==> src/rtl/tcp_header_tx.sv <==
// tcp_header_tx: builds a TCP header, checksums it with the IPv4 pseudo-header and streams it
// big-endian in BYTES-wide beats. Define TCP_HDR_MSS_OPT_EN to append a 4-byte MSS option.
module tcp_header_tx #(
  parameter int unsigned BYTES     = 4,
  parameter logic [15:0] WIN_RESET = 16'hFFFF
) (
  input  logic               clk,
  input  logic               rst,
  input  logic               start,
  output logic               start_ready,
  input  logic [31:0]        ip_sa,
  input  logic [31:0]        ip_da,
  input  logic [15:0]        tcp_len,
  input  logic [15:0]        payload_csum,
  input  logic [15:0]        src_port,
  input  logic [15:0]        dst_port,
  input  logic [31:0]        seq_num,
  input  logic [31:0]        ack_num,
  input  logic [7:0]         flags,
  input  logic [15:0]        window,
  input  logic [15:0]        urg,
  input  logic [15:0]        mss,
  output logic [8*BYTES-1:0] m_data,
  output logic               m_valid,
  input  logic               m_ready,
  output logic               m_last,
  output logic               err
);

`ifdef TCP_HDR_MSS_OPT_EN
  localparam int unsigned HDR_LEN = 24;
`else
  localparam int unsigned HDR_LEN = 20;
`endif
  localparam int unsigned HDR_W   = HDR_LEN * 8;
  localparam int unsigned BW      = 8 * BYTES;
  localparam int unsigned NBEATS  = HDR_LEN / BYTES;
  localparam int unsigned SUM_LEN = 6 + HDR_LEN / 2 + 1;
  localparam logic [3:0]  DOFF    = 4'(HDR_LEN / 4);

  if (!(BYTES == 1 || BYTES == 2 || BYTES == 4)) begin : g_bad_bytes
    $error("tcp_header_tx: BYTES must be 1, 2 or 4");
  end

  typedef enum logic [1:0] {S_IDLE, S_SUM, S_EMIT} state_t;

  typedef struct packed {
    logic [31:0] sa;
    logic [31:0] da;
    logic [15:0] len;
    logic [15:0] pcsum;
    logic [15:0] sport;
    logic [15:0] dport;
    logic [31:0] seq;
    logic [31:0] ack;
    logic [7:0]  flags;
    logic [15:0] win;
    logic [15:0] urg;
  } fields_t;

  state_t        state_q, state_d;
  logic [4:0]    cnt_q, cnt_d;
  logic [15:0]   acc_q, acc_d;
  logic          err_q, err_d;
  fields_t       f_q, f_d;
  logic [15:0]   word;
  logic [HDR_W-1:0] hdr;
  logic [HDR_W-1:0] beat_sh;

`ifdef TCP_HDR_MSS_OPT_EN
  logic [15:0]   mss_q, mss_d;
`else
  logic          unused_mss;
  assign unused_mss = ^mss;
`endif

  // One's-complement add with end-around carry.
  function automatic logic [15:0] ones_add(input logic [15:0] a, input logic [15:0] b);
    logic [16:0] s;
    s = {1'b0, a} + {1'b0, b};
    return s[15:0] + {15'd0, s[16]};
  endfunction

  // Word fed to the accumulator on each SUM cycle; the checksum slot contributes zero.
  always_comb begin
    word = 16'h0000;
    case (cnt_q)
      5'd0:  word = f_q.sa[31:16];
      5'd1:  word = f_q.sa[15:0];
      5'd2:  word = f_q.da[31:16];
      5'd3:  word = f_q.da[15:0];
      5'd4:  word = 16'h0006;
      5'd5:  word = f_q.len;
      5'd6:  word = f_q.sport;
      5'd7:  word = f_q.dport;
      5'd8:  word = f_q.seq[31:16];
      5'd9:  word = f_q.seq[15:0];
      5'd10: word = f_q.ack[31:16];
      5'd11: word = f_q.ack[15:0];
      5'd12: word = {DOFF, 4'h0, f_q.flags};
      5'd13: word = f_q.win;
      5'd15: word = f_q.urg;
`ifdef TCP_HDR_MSS_OPT_EN
      5'd16: word = 16'h0204;
      5'd17: word = mss_q;
      5'd18: word = f_q.pcsum;
`else
      5'd16: word = f_q.pcsum;
`endif
      default: word = 16'h0000;
    endcase
  end

  always_comb begin
    hdr = {f_q.sport, f_q.dport, f_q.seq, f_q.ack, DOFF, 4'h0, f_q.flags, f_q.win, ~acc_q, f_q.urg
`ifdef TCP_HDR_MSS_OPT_EN
           , 8'h02, 8'h04, mss_q
`endif
          };
    beat_sh = hdr << (cnt_q * BW);
  end

  assign start_ready = (state_q == S_IDLE) && !rst;
  assign m_valid     = (state_q == S_EMIT);
  assign m_last      = m_valid && (cnt_q == 5'(NBEATS - 1));
  assign m_data      = m_valid ? beat_sh[HDR_W-1 -: BW] : '0;
  assign err         = err_q;

  always_comb begin
    state_d = state_q;
    cnt_d   = cnt_q;
    acc_d   = acc_q;
    f_d     = f_q;
    err_d   = 1'b0;
`ifdef TCP_HDR_MSS_OPT_EN
    mss_d   = mss_q;
`endif
    case (state_q)
      S_IDLE: begin
        if (start && start_ready) begin
          if (tcp_len < 16'(HDR_LEN)) begin
            err_d = 1'b1;
          end else begin
            f_d = '{sa: ip_sa, da: ip_da, len: tcp_len, pcsum: payload_csum,
                    sport: src_port, dport: dst_port, seq: seq_num, ack: ack_num,
                    flags: flags, win: window, urg: urg};
`ifdef TCP_HDR_MSS_OPT_EN
            mss_d = mss;
`endif
            acc_d   = 16'h0000;
            cnt_d   = 5'd0;
            state_d = S_SUM;
          end
        end
      end
      // The extra cycle after the last word lets ~acc settle before the first beat.
      S_SUM: begin
        if (cnt_q == 5'(SUM_LEN)) begin
          cnt_d   = 5'd0;
          state_d = S_EMIT;
        end else begin
          acc_d = ones_add(acc_q, word);
          cnt_d = cnt_q + 5'd1;
        end
      end
      S_EMIT: begin
        if (m_ready) begin
          if (cnt_q == 5'(NBEATS - 1)) begin
            cnt_d   = 5'd0;
            state_d = S_IDLE;
          end else begin
            cnt_d = cnt_q + 5'd1;
          end
        end
      end
      default: state_d = S_IDLE;
    endcase
  end

  always_ff @(posedge clk) begin
    if (rst) begin
      state_q <= S_IDLE;
      cnt_q   <= 5'd0;
      acc_q   <= 16'h0000;
      err_q   <= 1'b0;
      f_q     <= '0;
      f_q.win <= WIN_RESET;
`ifdef TCP_HDR_MSS_OPT_EN
      mss_q   <= 16'h0000;
`endif
    end else begin
      state_q <= state_d;
      cnt_q   <= cnt_d;
      acc_q   <= acc_d;
      err_q   <= err_d;
      f_q     <= f_d;
`ifdef TCP_HDR_MSS_OPT_EN
      mss_q   <= mss_d;
`endif
    end
  end

endmodule

==> config.mk <==
export PLATFORM = sky130hd
export DESIGN_NAME = tcp_header_tx
export DESIGN_NICKNAME = d
export VERILOG_FILES = /design/src/rtl/tcp_header_tx.sv
export SDC_FILE = /design/constraint.sdc
export NUM_CORES = 1
export LEC_CHECK = 0
export CAP_MARGIN = 25
export CORE_ASPECT_RATIO = 1.75
export CORE_MARGIN = 3
export CORE_UTILIZATION = 31
export DETAILED_ROUTE_END_ITERATION = 6
export GPL_ROUTABILITY_DRIVEN = 1
export PLACE_DENSITY = 0.61
export SETUP_SLACK_MARGIN = 0.2
export SYNTH_ARGS = -nofsm -noshare
export SYNTH_HDL_FRONTEND = slang
export SYNTH_SLANG_ARGS = --single-unit
==> constraint.sdc <==
create_clock -name clk -period 5.4 [get_ports clk]
set_input_delay 1.08 -clock clk [delete_from_list [all_inputs] [get_ports clk]]
set_output_delay 1.08 -clock clk [all_outputs]
set_load 0.02 [all_outputs]
-- Yosys cells after proc, flatten, opt, wreduce, memory -nomap -nowiden
Index checks and enable logic that the tools add are counted.
- add/sub/neg operators: 3
- magnitude comparators: 1
- equality and inequality tests: 24
- shift-type cells: 1
- muxes and demuxes: 19
- bitwise logic cells: 4
- reductions and logical operators: 13
- operator list (kind ; number):
    $pmux W16 S16 ; 1
    $shl A160 B10 Y160 ; 1
    $mux W16 ; 3
    $eq A5 B4 Y1 const B ; 7
    $mux W32 ; 1
    $pmux W16 S2 ; 1
    $mux W5 ; 5
    $eq A5 B3 Y1 const B ; 4
    $add A16 B16 Y17 ; 1
    $add A16 B1 Y16 ; 1
    $lt A16 B5 Y1 const B ; 1
    $not A16 Y16 ; 1
    $pmux W5 S3 ; 1
    $eq A5 B2 Y1 const B ; 2
    $eq A5 B5 Y1 const B ; 2
    $mux W2 ; 5
    $reduce_and A4 Y1 ; 2
    $ne A2 B1 Y1 const B ; 3
    $ne A2 B2 Y1 const B ; 3
    $pmux W2 S3 ; 1
    $add A5 B1 Y5 const B ; 1
    $eq A5 B1 Y1 const B ; 1
    $logic_not A5 Y1 ; 1
    $reduce_and A5 Y1 ; 1
    other kinds (11) ; 15
- register bits: 256
- bits of input ports: 252
- output and inout bits: 36
- logic and storage cells: 80

-- Longest topological paths before layout
- word-level depth: 6
- gate-level depth with buffers: 26
- depth with buffers taken out: 24

-- Worst setup path before layout
No wires, ideal clock.
- path kind: flip-flop to flip-flop
- from: register cnt_q[0]
- to: register acc_q[15]
- library setup time: 0.127 ns
- arrival: 5.248 ns
- data required time: 5.273 ns
- setup slack: 0.025 ns
- cell stages (with the launch flop): 26
- buffers on the path: 2
- clock period less this slack: 5.375 ns
- path through: dfxtp_1 -> buf_1 -> inv_1 -> ha_1 -> maj3_1 -> nor2_1 -> a311oi_1 -> nor2_1 -> clkbuf_1 -> a31oi_1 -> ha_1 -> and3_1 -> a221o_1 -> a31oi_4 -> o311ai_2 -> a31oi_1 -> o21bai_1 -> ha_1 -> nand2_1 -> nor2_1 -> nand3_1 -> nor2_2 -> o2111a_2 -> nand3_2 -> a2111oi_2 -> nand2_1
- cells in the longest elaborated chain, start to end: 6
- elaborated cells between the ends (all ways): 24
- classes of those cells: add/sub (2); eq/ne (17); mux (3); reduce/logical (2)
- ends and longest elaborated chain (element ; line ; RTL):
    start, declared ; 62 ; logic [4:0] cnt_q, cnt_d;
    start signal, assigned ; 193 ; cnt_q <= cnt_d;
    $eq A5 B5 Y1 (tied with other cells) ; 87 ; case (cnt_q)
    $pmux W16 S16 ; 87 ;
    $add A16 B16 Y17 ; 80 ; s = {1'b0, a} + {1'b0, b};
    $add A16 B1 Y16 ; 81 ; return s[15:0] + {15'd0, s[16]};
    $mux W16 ; 158 ; if (cnt_q == 5'(SUM_LEN)) begin
    $pmux W16 S2 ; 138 ; case (state_q)
    end signal, assigned ; 184 ; acc_q <= 16'h0000;
    end signal, assigned ; 194 ; acc_q <= acc_d;
    end, declared ; 63 ; logic [15:0] acc_q, acc_d;
Parallel ways exist; a longest one is shown, timed or not. The select of a mux whose other input is x is not followed.
A chain may end at the register's enable or synchronous reset.

-- Worst setup path in the final report
Ends and elaborated chain as after synthesis.

==> results_tabular.tex <==
\begin{tabular}{lr}
\hline
Metric & Value \\
\hline
\multicolumn{2}{l}{\textbf{Route}} \\
Post-detailed-routing wire length & slightly below 60000 um \\
Avg WL per Cell & approximately 23 um \\
Pre-antenna DRT Iters & 6 \\
Total DRC errors in the routed layout & 0 \\
Vias/cell & roughly 5.4 \\
Overall via count from detail\_route & 13600 \\
Antenna viol nets, final & 0 \\
DR iter-0 viols & around 1200 \\
\multicolumn{2}{l}{\textbf{Power and ir drop}} \\
Leak & around 6.6 nW \\
Peak VDD IR & about 0.19 mV \\
P\_int & $\sim$3.6 mW \\
Proportion of power drawn by flip-flops and latches & $\sim$44\% \\
Power density relative to cell area & 296.3 mW/mm2 \\
Power spent charging and discharging nets & approximately 1.8 mW \\
Logic pwr share & 23.9\% \\
Net switching fraction of the power & between 30\% and 40\% \\
Portion of total power attributed to the clock network & $\sim$33\% \\
\multicolumn{2}{l}{\textbf{Place}} \\
Port buffer count & between 200 and 300 \\
Final HPWL DP & between 40000 and 50000 um \\
Routability congestion estimate from global placement & 0.9552 \\
Number of cells in the design after placement & about 2500 \\
\multicolumn{2}{l}{\textbf{Timing}} \\
Count of final hold-check violations & 0 \\
Final setup violation count & 0 \\
Worst-case clock skew & about 15 ps \\
Maximum clock frequency & roughly 200 MHz \\
Fraction of the cycle the final worst path needs & $\sim$94\% \\
Setup repair after global routing missed its margin & true \\
Pin slew with the least headroom to its limit & 1057 ps \\
Worst hold slack & 459.1 ps \\
Minimum clock period & 5051 ps \\
Slew HR & 29.54\% \\
Max Slew Vio Count & 0 \\
\multicolumn{2}{l}{\textbf{Synth}} \\
Share of synthesized cell area in full adder, half adder and majority cells & under 10\% \\
Unique masters post-synth & 70 \\
Count of state elements after synthesis & $\sim$260 \\
Most area-hungry cell type in the Yosys netlist & dfxtp\_1 \\
Fraction of synthesized cell area taken by the top area cell type & 40.33\% \\
Syn nets & 1917 \\
Proportion of synthesized area in mux cells & 5.129\% \\
Xor-xnor portion of the synthesized cell area & about 1.5\% \\
Post-synth EDFFs & 0 \\
Fraction of the mapped netlist area in compound gates & 23.40\% \\
Synthesized area per cell & around 7.8 um2 \\
Sequential-to-total area share from yosys stat & between 40\% and 50\% \\
Instance count of the mapped netlist & between 1500 and 2000 \\
Prevailing post-synth register cell & dfxtp\_1 \\
Synthesized-area fraction occupied by and/or/nand/nor cells & 22.47\% \\
Netlist Area Pre-Place & between 0.01 and 0.015 mm2 \\
Synthesis Warnings & 0 \\
Main combinational cell family by area after synthesis & compound AO/OA/AOI/OAI gates \\
Synth async-reset ratio & 0\% \\
Top cells by area, synth & dfxtp\_1 40\%, nand2\_1 15\%, a21oi\_1 9.9\% \\
\multicolumn{2}{l}{\textbf{Floorplan}} \\
Die area & between 0.04 and 0.05 mm2 \\
Total core area & slightly above 0.04 mm2 \\
Die height & 273.8 um \\
Starting Density & around a third \\
DIE WIDTH & $\sim$160 um \\
\# rows & just under 100 \\
Number of top-level design ports & around 290 \\
\multicolumn{2}{l}{\textbf{Clock network}} \\
Total CTS buffers & 25 \\
Clock network latency to the later pin of the worst-skew pair & between 500 and 600 ps \\
Clock slew at reported path FFs & 70 ps \\
Number of sinks driven by the clock tree & between 200 and 300 \\
Number of buffers on the longest clock path & 3 \\
Root buf cell & clkbuf\_16 \\
H-tree Lvls & 1 \\
TritonCTS clock tree & done \\
\multicolumn{2}{l}{\textbf{Worst setup path}} \\
Critical path launch point type & register \\
Worst Setup End Kind & register \\
Worst-path cell with the longest stage delay & dfxtp\_4 \\
Arrival time reported for the critical path endpoint & 5480 ps \\
Setup CP Type & register to register \\
CP required & just under 6000 ps \\
Stage delay of the slowest cell on the critical path & about 380 ps \\
Worst-path maximum fanout & 6 \\
\multicolumn{2}{l}{\textbf{Global route}} \\
GRT Overall Usage & between 20\% and 30\% \\
GRT overflow & 0 \\
Wire length of the first global-routing pass & between 80000 and 90000 um \\
Vias in the first global route & about 13000 \\
Antenna violations before repair & 1 \\
Largest net degree at the start of global routing & 152 \\
\multicolumn{2}{l}{\textbf{Finish}} \\
Combined area of the multi-input logic cells & 0.007457 mm2 \\
Fraction of final layout cells with drive strength greater than 1 & 15.22\% \\
Area added between synthesis and finish & 42.19\% \\
Area used by sequential logic in the layout & 0.005144 mm2 \\
Number of nets in the finished design & 2234 \\
Count of placed standard cells in the final layout, fillers left out & 2517 \\
Fill cell count & 4157 \\
\multicolumn{2}{l}{\textbf{Min path}} \\
Class of the most critical hold timing path & register to register \\
\multicolumn{2}{l}{\textbf{Outcome}} \\
Status & finished, final reports clean \\
\multicolumn{2}{l}{\textbf{Job}} \\
Max-cap viol count & 0 \\
\hline
\end{tabular}
[per-stage QoR]
step | setup WS [ps] | area, um2 | power [mW] | util (%) | setup TNS (ps)
global placement | -81.42 | 16700 | 3.575 | 41.45 | -81.42
floorplan | 309.1 | 12710 | 2.971 | - | 0
detailed placement | -106.8 | 16730 | 3.599 | 41.52 | -142.4
finish | 349.0 | 18070 | 5.354 | 44.85 | 0
global route | 133.1 | 18070 | 5.574 | 44.84 | 0
CTS | 187.9 | 17720 | 5.354 | 43.97 | 0
[critical path: cells and delay by family, from the launching register on]
| family | cells | cell delay, ps |
|---|---|---|
| buf+inv | 3 | 460 |
| simple gates | 9 | 1330 |
| flops | 1 | 380 |
| fa+ha+maj | 3 | 630 |
| compound gates | 10 | 2100 |
[Yosys cell counts, drive strengths merged (20+ instances only)]
| cell | n |
|---|---|
| a221oi | 35 |
| mux4 | 24 |
| nand2 | 506 |
| a22oi | 48 |
| a21oi | 254 |
| a22o | 25 |
| a31oi | 20 |
| ha | 27 |
| nor2 | 94 |
| dfxtp | 256 |
| o21ai | 23 |
| a222oi | 22 |
| clkbuf | 122 |
[what timing repair did]
| item | in CTS | in global routing |
|---|---|---|
| setup endpoints to repair | 10 | 11 |
| hold buffers | 0 | 0 |
| setup buffers | 6 | 10 |
| pin swaps | 14 | 37 |
| gates resized for setup | 32 | 56 |
[flip-flops by register name, summed over array words and instances, names as in the netlist]
| register | cells |
|---|---|
| cnt_q | 5 |
| state_q | 2 |
| f_q | 232 |
| err | 1 |
| acc_q | 16 |
[layout by cell type, fill, tap and decap left out, types with 6 or more instances in the layout]
master | Yosys | layout
inv_1 | 14 | 12
nand2_1 | 506 | 504
a22oi_1 | 48 | 47
mux2i_1 | 10 | 10
and3_1 | 16 | 9
a221oi_2 | 0 | 13
o21ai_0 | 14 | 14
a222oi_1 | 22 | 22
buf_12 | 0 | 6
a22o_1 | 25 | 25
dfxtp_1 | 256 | 251
ha_1 | 27 | 15
ha_4 | 0 | 10
nor2_1 | 93 | 88
nand3_1 | 15 | 12
clkbuf_16 | 0 | 25
a31oi_1 | 19 | 16
mux4_2 | 24 | 24
clkdlybuf4s50_1 | 0 | 270
nand3b_1 | 16 | 16
a21oi_1 | 252 | 252
a221oi_1 | 35 | 22
nor3_1 | 7 | 7
o21ai_1 | 8 | 7
buf_4 | 1 | 139
xnor2_1 | 14 | 13
xor2_1 | 8 | 8
[final timing paths]
kind                              start                      to  slack, ps  cells past startpoint
setup reg to reg  cnt_q[0]$_SDFFE_PP0P_  acc_q[15]$_SDFFE_PP0P_        350                     25
setup / recovery  cnt_q[0]$_SDFFE_PP0P_  acc_q[15]$_SDFFE_PP0P_        350                     25
hold / removal    f_q[187]$_SDFFE_PP0P_   f_q[187]$_SDFFE_PP0P_        460                      2
hold reg to reg   f_q[187]$_SDFFE_PP0P_   f_q[187]$_SDFFE_PP0P_        460                      2
[metal layers]
metal	wire length [um]	GRT usage [%]	vias up
li1	-	-	6377
met4	5291	20.34	0
met3	2801	2.150	187
met2	29980	46.15	545
met5	0	0	-
met1	20860	26.99	6490
[kinds of logic after synthesis]
group / Yosys count
flip-flops: 256
adder cells (fa/ha/maj): 29
AND/OR/NAND/NOR: 691
AO/OA/AOI/OAI: 461
buffers and inverters: 143
XOR/XNOR: 22
multiplexers: 35
[area by class of cell]
type / instances / area share (%)
clock buffer: 32 / 3.829
clock inverter: 12 / 0.5886
antenna: 2 / 0.02770
multi-input combinational: 1238 / 41.27
inverter: 14 / 0.3185
tap: 544 / 3.767
sequential: 256 / 28.47
timing repair buffer: 419 / 21.74
[power groups by stage]
stage	clock, mW	sequential, mW	combinational, mW
2_1_floorplan	0	2.21	0.764
3_3_place_gp	0	2.35	1.22
3_5_place_dp	0	2.36	1.24
4_1_cts	1.78	2.32	1.26
5_1_grt	1.85	2.33	1.40
6_report	1.75	2.33	1.28
No activity file was read; power rests on OpenSTA's default activity.
==> edit 1 (same flow settings) <==
Re-encode `state_t` (3 states) as one-hot, 3 bits wide.
--- a/src/rtl/tcp_header_tx.sv
+++ b/src/rtl/tcp_header_tx.sv
@@ -44,3 +44,3 @@
 
-  typedef enum logic [1:0] {S_IDLE, S_SUM, S_EMIT} state_t;
+  typedef enum logic [2:0] {S_IDLE = 3'b001, S_SUM = 3'b010, S_EMIT = 3'b100} state_t;
 
Formal check against the unedited RTL: same outputs for any inputs over 4 cycles, from zero or initial values and one cycle with rst high; so few cycles prove little.
==> edit 1 against the original RTL <==
  * Sequential cell count grew 1
  * Worst setup slack lost 0.092 ns
  * Utilization shrank 0.59 points
  * Critical path type unchanged
  * Wire length grew 6.4%
  * Final cell count shrank 1.3%
  * Design area shrank 1.6%
  * Area after synthesis shrank 0.27%
  * Count of clock-buffer cells in the layout grew 1
  * Die area shrank 0.26%
  * Largest cell class unchanged
Power is not compared: it rests on default switching activity, and its combinational part moved more than twofold at a synthesized area within 25%.
==> edit 1: results (changes against the original RTL) <==
----------------------------------------------------
[GRT]
  Global-route wire length before repair ... 88,500 microns (+6.1%)
  Number of antenna violations at the first check in global routing ... 0 (-1)
  Via count of the first global-routing pass ... 13,500 (-0.14%)
  Aggregate global-route resource usage ... 27.4% (+1.9 points)
  Pin count of the biggest net entering global routing ... 170 (+12%)

[Worst setup path]
  Gate family responsible for the most delay along the worst path ... compound AO/OA/AOI/OAI gates
  Largest stage delay on the critical path ... 0.42 ns (+0.04 ns)
  Peak fanout along the critical path ... 5 (-1)
  Worst path slowest cell ... sky130_fd_sc_hd__a222oi_1
  WP data required ... 5.86 ns (+0.03 ns)

[Cells and area]
  Count of filler cells inserted in the layout ... 4,057 (-2.4%)
  Total number of nets in the final design ... 2,200 (-1.5%)
  Inserted Diodes ... 0 (-2)
  Share of final-layout standard cells stronger than drive strength 1 ... 14.0% (-1.2 points)
  Leading registers by flop count ... f_q x232, acc_q x16, cnt_q x5

[Route]
  First-pass DRT Iterations ... 7 (+1)
  Number of DRC violations after detailed routing ... 0 (unchanged)
  Initial detailed-routing violation count ... 1,431 (+21%)
  Post-detailed-routing wire length ... 62,700 microns (+6.4%)
  Via count ... 13,700 (+0.81%)

[Logic synthesis]
  Largest cells by area after synthesis ... sky130_fd_sc_hd__dfxtp_1 41%, sky130_fd_sc_hd__nand2_1 15%, sky130_fd_sc_hd__a21oi_1 10%
  Library cells used by synthesis ... 65 (-7.1%)
  Number of nets in the synthesized netlist ... 1,907 (-0.52%)
  Async S/R FF share, synth ... 0% (unchanged)
  Yosys warns ... 0 (unchanged)
  Commonest cells in the synthesized netlist ... 504 x sky130_fd_sc_hd__nand2_1, 261 x sky130_fd_sc_hd__a21oi_1, 257 x sky130_fd_sc_hd__dfxtp_1
  Flip-flop cell with the highest count after synthesis ... sky130_fd_sc_hd__dfxtp_1
  Fraction of the yosys area taken by sequential cells ... 40.6% (+0.27 points)

[Clock network]
  Worst skew pair latency ... 0.57 ns (+0.02 ns)
  TritonCTS buffer count ... 25 (unchanged)
  CTS Buffer Depth ... 3 (unchanged)
  H-tree depth ... 1 (unchanged)
  Clock tree root buffer cell ... sky130_fd_sc_hd__clkbuf_16
  Clock transition time at the flip-flop clock pins of the worst setup and hold paths ... 0.07 ns (about the same)

[Timing]
  Largest clock skew in the final design ... 0.0298 ns (+0.0151 ns)
  Least-Margin Pin Slew ... 0.963 ns (-0.0943 ns)
  Final hold violation count ... 0 (unchanged)

[Power and ir drop]
  Peak supply drop ... 0.184 mV
  Leak ... 6.43 nW

[Placement]
  Post-DP HPWL ... 48,400 microns (+3.6%)
  Count of input and output buffers ... 271 (unchanged)
  Placer Congestion ... 0.984 (+3.0%)
  DP Worst Slack ... -0.255 ns (-0.148 ns)

[Flow run]
  Max Cap Viol ... 0 (unchanged)

[Min path]
  Hold/Removal Path Class ... flip-flop to flip-flop

[Outcome]
  Result of the run ... finished, final reports clean

----------------------------------------------------
edit 1: per-stage QoR:
stage | setup TNS, ns | instances | cell area, sq um
6_report | 0 | 2485 | 17800
4_1_cts | 0 | 2482 | 17500
3_5_place_dp | -1.76 | 2433 | 16600
5_1_grt | 0 | 2485 | 17800
3_3_place_gp | -2.20 | 2433 | 16600
2_1_floorplan | 0 | 1631 | 12700
edit 1: final cells by class:
class / instances / area share [%]
clock buffers: 33 / 3.97
clock inverters: 11 / 0.584
inverters: 10 / 0.225
multi-input cells: 1231 / 41.3
flip-flops and latches: 257 / 29.0
well taps: 544 / 3.83
repair buffers: 399 / 21.2
edit 1: per-layer routing:
metal | track usage [%] | wire length [microns] | part of all wire, %
met5 | 0 | 0 | 0
met4 | 18.4 | 5390 | 8.6
met3 | 2.80 | 3470 | 5.5
met2 | 49.5 | 31100 | 50
met1 | 30.3 | 22700 | 36
edit 1: cells by family after synthesis:
family / count (synthesis) / share of synthesized area, %
XOR/XNOR: 22 / 1.52
AO/OA/AOI/OAI: 453 / 22.8
flip-flops: 257 / 40.6
multiplexers: 32 / 4.90
buffers and inverters: 143 / 4.45
adder cells (fa/ha/maj): 24 / 2.43
AND/OR/NAND/NOR: 700 / 23.3
edit 1: report_power, final:
group / switching (mW) / total (mW) / internal [mW]
Combinational: 0.327 / 0.628 / 0.301
Clock: 0.802 / 1.78 / 0.975
Sequential: 0.138 / 2.14 / 2.00
Total: 1.27 / 4.54 / 3.28
edit 1: final timing paths:
kind,start,end,slack (ns),cells after the start
max,cnt_q[1],acc_q[13],0.26,26
min,f_q[206],f_q[206],0.46,2
max reg2reg,cnt_q[1],acc_q[13],0.26,26
min reg2reg,f_q[206],f_q[206],0.46,2
edit 1: what timing repair did:
action | 4_1_cts | 5_1_grt
buffers inserted | 5 | 3
gates resized for setup | 26 | 47
pin swaps | 19 | 32
endpoints found under the setup margin | 15 | 12
==> edit 2 (same settings) <==
Made on the original files. Add a define of `TCP_HDR_MSS_OPT_EN`.
--- a/src/rtl/tcp_header_tx.sv
+++ b/src/rtl/tcp_header_tx.sv
@@ -2,2 +2,4 @@
 // big-endian in BYTES-wide beats. Define TCP_HDR_MSS_OPT_EN to append a 4-byte MSS option.
+`define TCP_HDR_MSS_OPT_EN
+
 module tcp_header_tx #(
Behaviour: not the same (Yosys sat finds a counterexample within 4 cycles, from zero or initial values and one cycle with rst high).
==> edit 2 against the original RTL <==
  * Largest cell class unchanged
  * Area after synthesis rose by 6.5%
  * Clock power rose by 6%
  * Maximum frequency barely moved
  * Sequential cell count rose by 16
  * Highest routed layer unchanged
  * The flow now finishes with violations (design-rule violations)
  * Largest power group unchanged
  * Worst setup slack got worse by 0.0021 ns
  * Wire length rose by 20%
  * Design area rose by 2.8%
  * Sequential power rose by 8.6%
  * Total power rose by 19%
==> edit 2: results (changes against the original RTL) <==
----------------------------------------------------
[Outcome]
  Result of the run ... finished with violations
  Violations in the final reports ... design-rule violations

[Placement]
  Count of input and output buffers ... 287 (+5.9%)
  Placer Congestion ... 1.05 (+9.5%)
  Post-DP HPWL ... 56,200 microns (+20%)

[Worst setup path]
  Worst path slowest cell ... sky130_fd_sc_hd__a222oi_1
  Gate family responsible for the most delay along the worst path ... simple AND/OR/NAND/NOR gates
  Data arrival time of the worst path ... 5.50 ns (+0.02 ns)
  Peak fanout along the critical path ... 8 (+2)
  Largest stage delay on the critical path ... 0.48 ns (+0.10 ns)

[GRT]
  Number of antenna violations at the first check in global routing ... 0 (-1)
  Global-route wire length before repair ... 97,900 microns (+17%)
  Via count of the first global-routing pass ... 14,400 (+7.2%)
  Aggregate global-route resource usage ... 29.4% (+3.9 points)
  Pin count of the biggest net entering global routing ... 227 (+49%)

[Logic synthesis]
  Commonest cells in the synthesized netlist ... 546 x sky130_fd_sc_hd__nand2_1, 292 x sky130_fd_sc_hd__a21oi_1, 272 x sky130_fd_sc_hd__dfxtp_1
  Post-Synthesis Cells ... 1,761 (+7.6%)
  Compound-gate portion of the synthesized area ... 21.7% (-1.7 points)
  Number of nets in the synthesized netlist ... 2,041 (+6.5%)
  Area share of xor/xnor cells in the synthesized design ... 1.23% (-0.29 points)
  Fraction of the yosys area taken by sequential cells ... 40.2% (-0.083 points)
  Post-synthesis adder-cell area fraction ... 2.64% (-0.25 points)
  Largest cells by area after synthesis ... sky130_fd_sc_hd__dfxtp_1 40%, sky130_fd_sc_hd__nand2_1 15%, sky130_fd_sc_hd__a21oi_1 11%

[Clock network]
  TritonCTS buffer count ... 26 (+4.0%)

[Route]
  Post-detailed-routing wire length ... 70,800 microns (+20%)
  Number of DRC violations after detailed routing ... 1 (+1)
  Initial detailed-routing violation count ... 1,475 (+24%)
  Via count ... 14,600 (+7.5%)

[Cells and area]
  Total number of nets in the final design ... 2,334 (+4.5%)
  Leading registers by flop count ... f_q x232, acc_q x16, mss_q x16
  Inserted Diodes ... 0 (-2)
  Share of final-layout standard cells stronger than drive strength 1 ... 11.8% (-3.4 points)
  Non-filler instance count after layout ... 2,632 (+4.6%)

[Power and ir drop]
  Leak ... 6.79 nW (+3.4%)
  Net switching power of the design ... 2.33 mW (+31%)
  Peak supply drop ... 0.221 mV (+17%)

[Timing]
  Largest clock skew in the final design ... 0.0110 ns (-0.00366 ns)

----------------------------------------------------
-- edit 2: repair_timing --
| action | in CTS | in global routing |
|---|---|---|
| setup endpoints to repair | 8 | 15 |
| pin swaps | 8 | 31 |
| buffers inserted | 4 | 15 |
| resized for setup | 8 | 48 |
-- edit 2: worst paths after layout --
path / end / slack, ns / startpoint / depth (start not counted)
setup / recovery: acc_q[14] / 0.35 / cnt_q[0] / 25
hold reg to reg: f_q[162] / 0.46 / f_q[162] / 2
hold / removal: f_q[162] / 0.46 / f_q[162] / 2
setup reg to reg: acc_q[14] / 0.35 / cnt_q[0] / 25
-- edit 2: routing by layer --
layer  track usage [%]  vias up  part of all wire, %  wire length [microns]
li1                  -     6736                    -                      -
met1              30.7     7045                   34                  24300
met2              53.5      653                   51                  36300
met3              3.71      189                  5.6                   3980
met4              21.2        0                  8.9                   6300
met5                 0        -                    0                      0
-- edit 2: area by class of cell --
type | instances | area, sq um
well taps | 561 | 702
clock inverters | 14 | 133
fillers | 4407 | 24200
repair buffers | 405 | 3810
flip-flops and latches | 272 | 5460
inverters | 16 | 63.8
clock buffers | 31 | 711
multi-input cells | 1333 | 7700
-- edit 2: cell families after synthesis --
logic type | count (synthesis)
muxes | 56
and+or+nand+nor | 756
AOI/OAI and AO/OA | 474
DFF | 272
xor gates and xnor gates | 19
adders and majority gates | 28
buffers and inverters | 156
-- edit 2: power by group through the flow --
| stage | registers (mW) | clock network [mW] | logic, mW |
|---|---|---|---|
| after floorplan | 2.35 | 0 | 1.13 |
| after global placement | 2.55 | 0 | 1.89 |
| after detailed placement | 2.55 | 0 | 1.90 |
| after CTS | 2.51 | 1.89 | 1.91 |
| after global routing | 2.52 | 1.97 | 2.09 |
| final | 2.53 | 1.86 | 1.96 |
-- edit 2: tightest hold or removal path: stages (launching register included) --
cell	delay, ns
sky130_fd_sc_hd__dfxtp_1	0.32
sky130_fd_sc_hd__nand2_1	0.05
sky130_fd_sc_hd__a21oi_1	0.05
-- edit 2: through the flow --
stage               hold WS (ns)  utilization (%)  setup WS (ns)
floorplan                  0.433                -          0.256
global placement           0.451             40.6          0.107
detailed placement         0.455             40.6        0.00522
CTS                        0.464             42.7          0.189
global route               0.485             43.4          0.129
finish                     0.465             43.4          0.347
